<file path="config.mk">
export PLATFORM = sky130hd
export DESIGN_NAME = ahblite_master_engine
export DESIGN_NICKNAME = d
export VERILOG_FILES = /design/src/rtl/ahblite_master_engine.sv
export SDC_FILE = /design/constraint.sdc
export NUM_CORES = 1
export LEC_CHECK = 0
export CELL_PAD_IN_SITES_DETAIL_PLACEMENT = 0
export CELL_PAD_IN_SITES_GLOBAL_PLACEMENT = 1
export CORE_ASPECT_RATIO = 2
export CORE_MARGIN = 2
export CORE_UTILIZATION = 30
export CTS_CLUSTER_DIAMETER = 60
export DETAILED_ROUTE_END_ITERATION = 10
export PLACE_DENSITY = 0.7
export SKIP_LAST_GASP = 1
export SLEW_MARGIN = 25
export SYNTH_ARGS = -nofsm -noshare
export SYNTH_HDL_FRONTEND = slang
export SYNTH_SLANG_ARGS = --single-unit
</file>
<file path="constraint.sdc">
create_clock -name HCLK -period 4 [get_ports HCLK]
set_input_delay 0.8 -clock HCLK [delete_from_list [all_inputs] [get_ports HCLK]]
set_output_delay 0.8 -clock HCLK [all_outputs]
set_load 0.005 [all_outputs]
</file>
<file path="src/rtl/ahblite_master_engine.sv">
// Command-driven AHB-Lite initiator: word transfers, SINGLE/INCR bursts,
// BUSY on write starvation, 1 KB re-NONSEQ and abort on error response.
module ahblite_master_engine (
    input  logic        HCLK,
    input  logic        HRESETn,
    input  logic        cmd_valid,
    output logic        cmd_ready,
    input  logic        cmd_write,
    input  logic [31:0] cmd_addr,
    input  logic [3:0]  cmd_len,
    input  logic        wr_valid,
    output logic        wr_ready,
    input  logic [31:0] wr_data,
    output logic        rd_valid,
    output logic [31:0] rd_data,
    output logic        done,
    output logic        done_err,
    output logic [31:0] HADDR,
    output logic [1:0]  HTRANS,
    output logic        HWRITE,
    output logic [2:0]  HSIZE,
    output logic [2:0]  HBURST,
    output logic [3:0]  HPROT,
    output logic        HMASTLOCK,
    output logic [31:0] HWDATA,
    input  logic        HREADY,
    input  logic        HRESP,
    input  logic [31:0] HRDATA
);

    localparam int unsigned DW    = 32;
    localparam int unsigned REM_W = 5;

    localparam logic [1:0] TR_IDLE   = 2'b00;
    localparam logic [1:0] TR_BUSY   = 2'b01;
    localparam logic [1:0] TR_NONSEQ = 2'b10;
    localparam logic [1:0] TR_SEQ    = 2'b11;

    typedef enum logic [1:0] {S_IDLE, S_ADDR, S_LAST, S_ERR} state_t;

    state_t            r_state, w_state_nxt;
    logic [DW-1:0]     r_haddr, w_haddr_nxt;
    logic [DW-1:0]     r_next_addr, w_next_addr_nxt;
    logic [1:0]        r_htrans, w_htrans_nxt;
    logic              r_hwrite, w_hwrite_nxt;
    logic [2:0]        r_hburst, w_hburst_nxt;
    logic [DW-1:0]     r_hwdata, w_hwdata_nxt;
    logic [DW-1:0]     r_wbuf, w_wbuf_nxt;
    logic [REM_W-1:0]  r_remaining, w_remaining_nxt;
    logic              r_first, w_first_nxt;
    logic              r_dphase, w_dphase_nxt;
    logic              r_rd_valid, w_rd_valid_nxt;
    logic [DW-1:0]     r_rd_data, w_rd_data_nxt;
    logic              r_done, w_done_nxt;
    logic              r_done_err, w_done_err_nxt;

    logic              w_htrans_act;
    logic              w_err;
    logic              w_issue;

    assign w_htrans_act = r_htrans[1];
    assign w_err        = r_dphase && HRESP && !HREADY;
    assign w_issue      = (r_state == S_ADDR) && HREADY && (!r_hwrite || wr_valid);

    // State and datapath registers
    always_ff @(posedge HCLK or negedge HRESETn) begin
        if (!HRESETn) begin
            r_state     <= S_IDLE;
            r_haddr     <= '0;
            r_next_addr <= '0;
            r_htrans    <= TR_IDLE;
            r_hwrite    <= 1'b0;
            r_hburst    <= 3'b000;
            r_hwdata    <= '0;
            r_wbuf      <= '0;
            r_remaining <= '0;
            r_first     <= 1'b0;
            r_dphase    <= 1'b0;
            r_rd_valid  <= 1'b0;
            r_rd_data   <= '0;
            r_done      <= 1'b0;
            r_done_err  <= 1'b0;
        end else begin
            r_state     <= w_state_nxt;
            r_haddr     <= w_haddr_nxt;
            r_next_addr <= w_next_addr_nxt;
            r_htrans    <= w_htrans_nxt;
            r_hwrite    <= w_hwrite_nxt;
            r_hburst    <= w_hburst_nxt;
            r_hwdata    <= w_hwdata_nxt;
            r_wbuf      <= w_wbuf_nxt;
            r_remaining <= w_remaining_nxt;
            r_first     <= w_first_nxt;
            r_dphase    <= w_dphase_nxt;
            r_rd_valid  <= w_rd_valid_nxt;
            r_rd_data   <= w_rd_data_nxt;
            r_done      <= w_done_nxt;
            r_done_err  <= w_done_err_nxt;
        end
    end

    // Next-state, address-phase and data-phase logic
    always_comb begin
        w_state_nxt     = r_state;
        w_haddr_nxt     = r_haddr;
        w_next_addr_nxt = r_next_addr;
        w_htrans_nxt    = r_htrans;
        w_hwrite_nxt    = r_hwrite;
        w_hburst_nxt    = r_hburst;
        w_hwdata_nxt    = r_hwdata;
        w_wbuf_nxt      = r_wbuf;
        w_remaining_nxt = r_remaining;
        w_first_nxt     = r_first;
        w_dphase_nxt    = r_dphase;
        w_rd_valid_nxt  = 1'b0;
        w_rd_data_nxt   = r_rd_data;
        w_done_nxt      = 1'b0;
        w_done_err_nxt  = 1'b0;

        case (r_state)
            S_IDLE: begin
                if (cmd_valid) begin
                    w_state_nxt     = S_ADDR;
                    w_next_addr_nxt = cmd_addr & 32'hFFFF_FFFC;
                    w_hwrite_nxt    = cmd_write;
                    w_hburst_nxt    = (cmd_len == 4'd0) ? 3'b000 : 3'b001;
                    w_remaining_nxt = REM_W'(cmd_len) + REM_W'(1);
                    w_first_nxt     = 1'b1;
                    w_htrans_nxt    = TR_IDLE;
                end
            end
            S_ADDR, S_LAST: begin
                if (w_err) begin
                    // Cancel any pending address phase during the error's first cycle
                    w_state_nxt  = S_ERR;
                    w_htrans_nxt = TR_IDLE;
                end else if (HREADY) begin
                    if (r_dphase && !r_hwrite && !HRESP) begin
                        w_rd_valid_nxt = 1'b1;
                        w_rd_data_nxt  = HRDATA;
                    end
                    if (w_htrans_act && r_hwrite) begin
                        w_hwdata_nxt = r_wbuf;
                    end
                    w_dphase_nxt = w_htrans_act;
                    if (r_state == S_ADDR) begin
                        if (w_issue) begin
                            w_htrans_nxt    = (r_first || (r_next_addr[9:0] == 10'd0)) ? TR_NONSEQ : TR_SEQ;
                            w_haddr_nxt     = r_next_addr;
                            w_next_addr_nxt = r_next_addr + 32'd4;
                            w_remaining_nxt = r_remaining - REM_W'(1);
                            w_first_nxt     = 1'b0;
                            if (r_hwrite) begin
                                w_wbuf_nxt = wr_data;
                            end
                            if (r_remaining == REM_W'(1)) begin
                                w_state_nxt = S_LAST;
                            end
                        end else begin
                            // Write data starved: nothing on the bus yet, or BUSY at the next address
                            w_htrans_nxt = r_first ? TR_IDLE : TR_BUSY;
                            w_haddr_nxt  = r_first ? r_haddr : r_next_addr;
                        end
                    end else begin
                        w_htrans_nxt = TR_IDLE;
                        if (r_dphase && !w_htrans_act) begin
                            w_done_nxt   = 1'b1;
                            w_state_nxt  = S_IDLE;
                            w_dphase_nxt = 1'b0;
                        end
                    end
                end
            end
            S_ERR: begin
                if (HREADY) begin
                    w_done_nxt     = 1'b1;
                    w_done_err_nxt = 1'b1;
                    w_state_nxt    = S_IDLE;
                    w_dphase_nxt   = 1'b0;
                    w_htrans_nxt   = TR_IDLE;
                end
            end
            default: w_state_nxt = S_IDLE;
        endcase
    end

    assign cmd_ready = (r_state == S_IDLE);
    assign wr_ready  = (r_state == S_ADDR) && r_hwrite && (r_remaining != REM_W'(0)) && HREADY;

    assign rd_valid  = r_rd_valid;
    assign rd_data   = r_rd_data;
    assign done      = r_done;
    assign done_err  = r_done_err;
    assign HADDR     = r_haddr;
    assign HTRANS    = r_htrans;
    assign HWRITE    = r_hwrite;
    assign HSIZE     = 3'b010;
    assign HBURST    = r_hburst;
    assign HPROT     = 4'b0011;
    assign HMASTLOCK = 1'b0;
    assign HWDATA    = r_hwdata;

endmodule

</file>
==> flow_metrics.env <==
export IMPL_hold_buffers=0
export IMPL_htreeDepth=4
export IMPL_cts_tree="yes"
export IMPL_rows=83
export IMPL_finClkSkew_ns=0.01137
export IMPL_clock_latency_ns=0.45
export IMPL_finalSetupViolCount=0
export IMPL_reg2reg_depth=9
export IMPL_yosysTopAreaCellShare_pct=55.20
export IMPL_core_area_mm2=0.02565
export IMPL_synth_area_leaders="dfrtp_1 55%, mux2_2 13%, nand2_1 6.7%"
export IMPL_crit_path_frequent_cell="clkdlybuf4s50_1"
export IMPL_synth_most_common_cell="dfrtp_1"
export IMPL_clock_tree_buffer_depth=2
export IMPL_syn_inst=720
export IMPL_layout_worst_path_cycle_share_pct=78.85
export IMPL_io_pin_count=222
export IMPL_port_buffers=207
export IMPL_track_usage_pct=17.15
export IMPL_preCtsSetupSlack_ns=0.8371
export IMPL_routabilityCongestion=0.8469
export IMPL_critPathBufInv=2
export IMPL_end_kind="output port"
export IMPL_finalHoldViolations=0
export IMPL_root_buffer="clkbuf_16"
export IMPL_cp_slowest_stage_delay_ns=0.68
export IMPL_crit_family="buffers and inverters"
export IMPL_p_leak_nw=4.707
export IMPL_synth_cell_types=54
export IMPL_grt_max_degree=65
export IMPL_grt_pass1_vias=6575
export IMPL_ctsResizeCount=0
export IMPL_synth_edf_count=0
export IMPL_overflow=0
export IMPL_viasPerCell=4.838
export IMPL_setup_slack_ns=0.8462
export IMPL_drtPass1Iterations=4
export IMPL_antenna_cells=0
export IMPL_final_min_clock_period_ns=3.154
export IMPL_yosysSeqAreaShare_pct=55.20
export IMPL_finalNetCount=1038
export IMPL_fp_dieH_um=232
export IMPL_reg2reg_to="rd_data[19]"
export IMPL_fin_util_pct=41.97
export IMPL_critPathMaxFanout=11
export IMPL_synth_async_reset_ratio_pct=100.0
export IMPL_tightest_slew_ns=0.8046
export IMPL_ir_drop_v=0.0003674
export IMPL_vias=6154
export IMPL_synth_largest_area_cell="dfrtp_1"
export IMPL_slew_headroom_pct=45.87
export IMPL_crit_arrival_ns=2.35
export IMPL_critPathKind="primary input to output port"
export IMPL_grt_pass1_wl_um=36170
export IMPL_rsz0062_at_grt="no"
export IMPL_final_setup_tns_ns=0
export IMPL_drtIter0Drc=244
export IMPL_cts_buffers=17
export IMPL_worst_hold_path_type="primary input to async pin"
export IMPL_reg2reg_slack_ns=1.46
export IMPL_routed_wire_length_per_instance_um=17.69
export IMPL_reg2reg_from="r_state[0]"
export IMPL_crit_chain="clkdlybuf4s50_1 > nand3_1 > a31oi_1 > clkdlybuf4s50_1"
export IMPL_clkTransAtPathRegs_ns=0.07
export IMPL_critPathSlowestCell="clkdlybuf4s50_1"
export IMPL_startpoint_type="primary input"
export IMPL_avgSynthCellArea_um2=10.83
export IMPL_initial_utilization_pct=30.40
export IMPL_die_x_um=118
export IMPL_synth_top_flop_cell="dfrtp_1"
export IMPL_fmax_mhz=317.1
export IMPL_dp_hpwl_um=16600
export IMPL_syn_area_mm2=0.007797
export IMPL_cts_sinks=172
export IMPL_final_max_slew_viol_count=0
export IMPL_drc=0
export IMPL_postCtsSetupRepairBufs=0
export IMPL_ant_nets=0
export IMPL_worstPathRequired_ns=3.20
export IMPL_max_cap_violations=0
export IMPL_yosysWarnings=0
export IMPL_die_area_mm2=0.02738
export IMPL_wl_um=22500
export IMPL_synth_commonest_cells="172 x dfrtp_1, 140 x nand2_1, 92 x mux2_2, 36 x a21oi_1, 30 x o21ai_0"
export IMPL_yosys_register_bits=172
export IMPL_status="finished clean"
export IMPL_drive_gt1_share_pct=15.88
export IMPL_p_per_area_mw_per_mm2=755.0
export IMPL_antenna_found_initial=0
export IMPL_area_delta_synth_final_pct=38.08
==> area by class of cell <==
class / instances / area (um^2)
Sequential cell: 172 / 4304
Fill cell: 2550 / 14880
Tap cell: 340 / 425.4
Clock buffer: 18 / 439.2
Clock inverter: 14 / 126.4
Inverter: 17 / 63.81
Timing Repair Buffer: 222 / 2198
Multi-Input combinational cell: 489 / 3209
==> flip-flops by register name, indices dropped and copies added, names as in the netlist, 2 cells and up <==
name	flops
r_remaining	5
HTRANS	2
r_wbuf	32
r_state	2
HWDATA	32
r_next_addr	30
HADDR	30
rd_data	32
==> layout by cell type (no fill, tap or decap), types with 10 or more instances in the layout <==
cell	n
dfrtp_1	172
inv_1	16
a21oi_1	36
nor2_1	15
nand2_1	140
clkdlybuf4s50_1	206
buf_4	14
a2bb2oi_1	10
nor3_1	13
nand3_1	26
nand4_1	12
conb_1	12
mux2_2	92
o21ai_0	30
o22ai_1	15
ha_1	11
clkbuf_16	17
==> cells by family after synthesis <==
group,Yosys count,synth area share (%)
DFF,172,55.20
other,2,0.09631
AOI/OAI and AO/OA,119,9.516
adders and majority gates,12,1.925
xor gates and xnor gates,2,0.2247
muxes,99,14.18
and+or+nand+nor,245,14.63
buffers and inverters,69,4.220
==> routing by layer <==
layer | GRT usage (%) | part of all wire (%) | up-vias
met2 | 32.67 | 57 | 179
met5 | 0 | 0 | -
met3 | 4.617 | 5.0 | 31
met4 | 7.229 | 2.6 | 0
li1 | - | - | 2908
met1 | 17.35 | 36 | 3036
==> worst max path at each step <==
stage | start | endpoint | slack [ns] | cells after the start
finish | HREADY | wr_ready | 0.85 | 4
global route | HREADY | wr_ready | 0.73 | 4
CTS | HREADY | wr_ready | 0.82 | 4
detailed placement | HREADY | wr_ready | 0.84 | 4
global placement | HREADY | wr_ready | 0.83 | 4
floorplan | HREADY | r_state[1] | 1.79 | 6
==> report_power, final <==
group | internal (mW) | switching (mW) | total [mW]
clock network | 0.836 | 0.776 | 1.61
logic | 1.85 | 1.52 | 3.37
registers | 2.54 | 0.603 | 3.14
==> worst reg2reg max path, delay by kind of cell, from the launching register on <==
kind / cells / cell delay (ns)
flip-flops: 1 / 0.42
buffers and inverters: 4 / 0.80
AND/OR/NAND/NOR: 4 / 0.77
adder cells (fa/ha/maj): 1 / 0.49
==> through the flow <==
step                std cells  total power, mW  instance area, um^2  hold WS [ns]
detailed placement       1240            6.603                10200        0.4623
global route             1272            8.732                10770        0.3663
global placement         1240            6.528                10200        0.4571
CTS                      1272            8.270                10770        0.3432
finish                   1272            8.129                10770        0.3114
floorplan                 730            4.830                 7835        0.4697
Power figures use the tool's default switching activity.
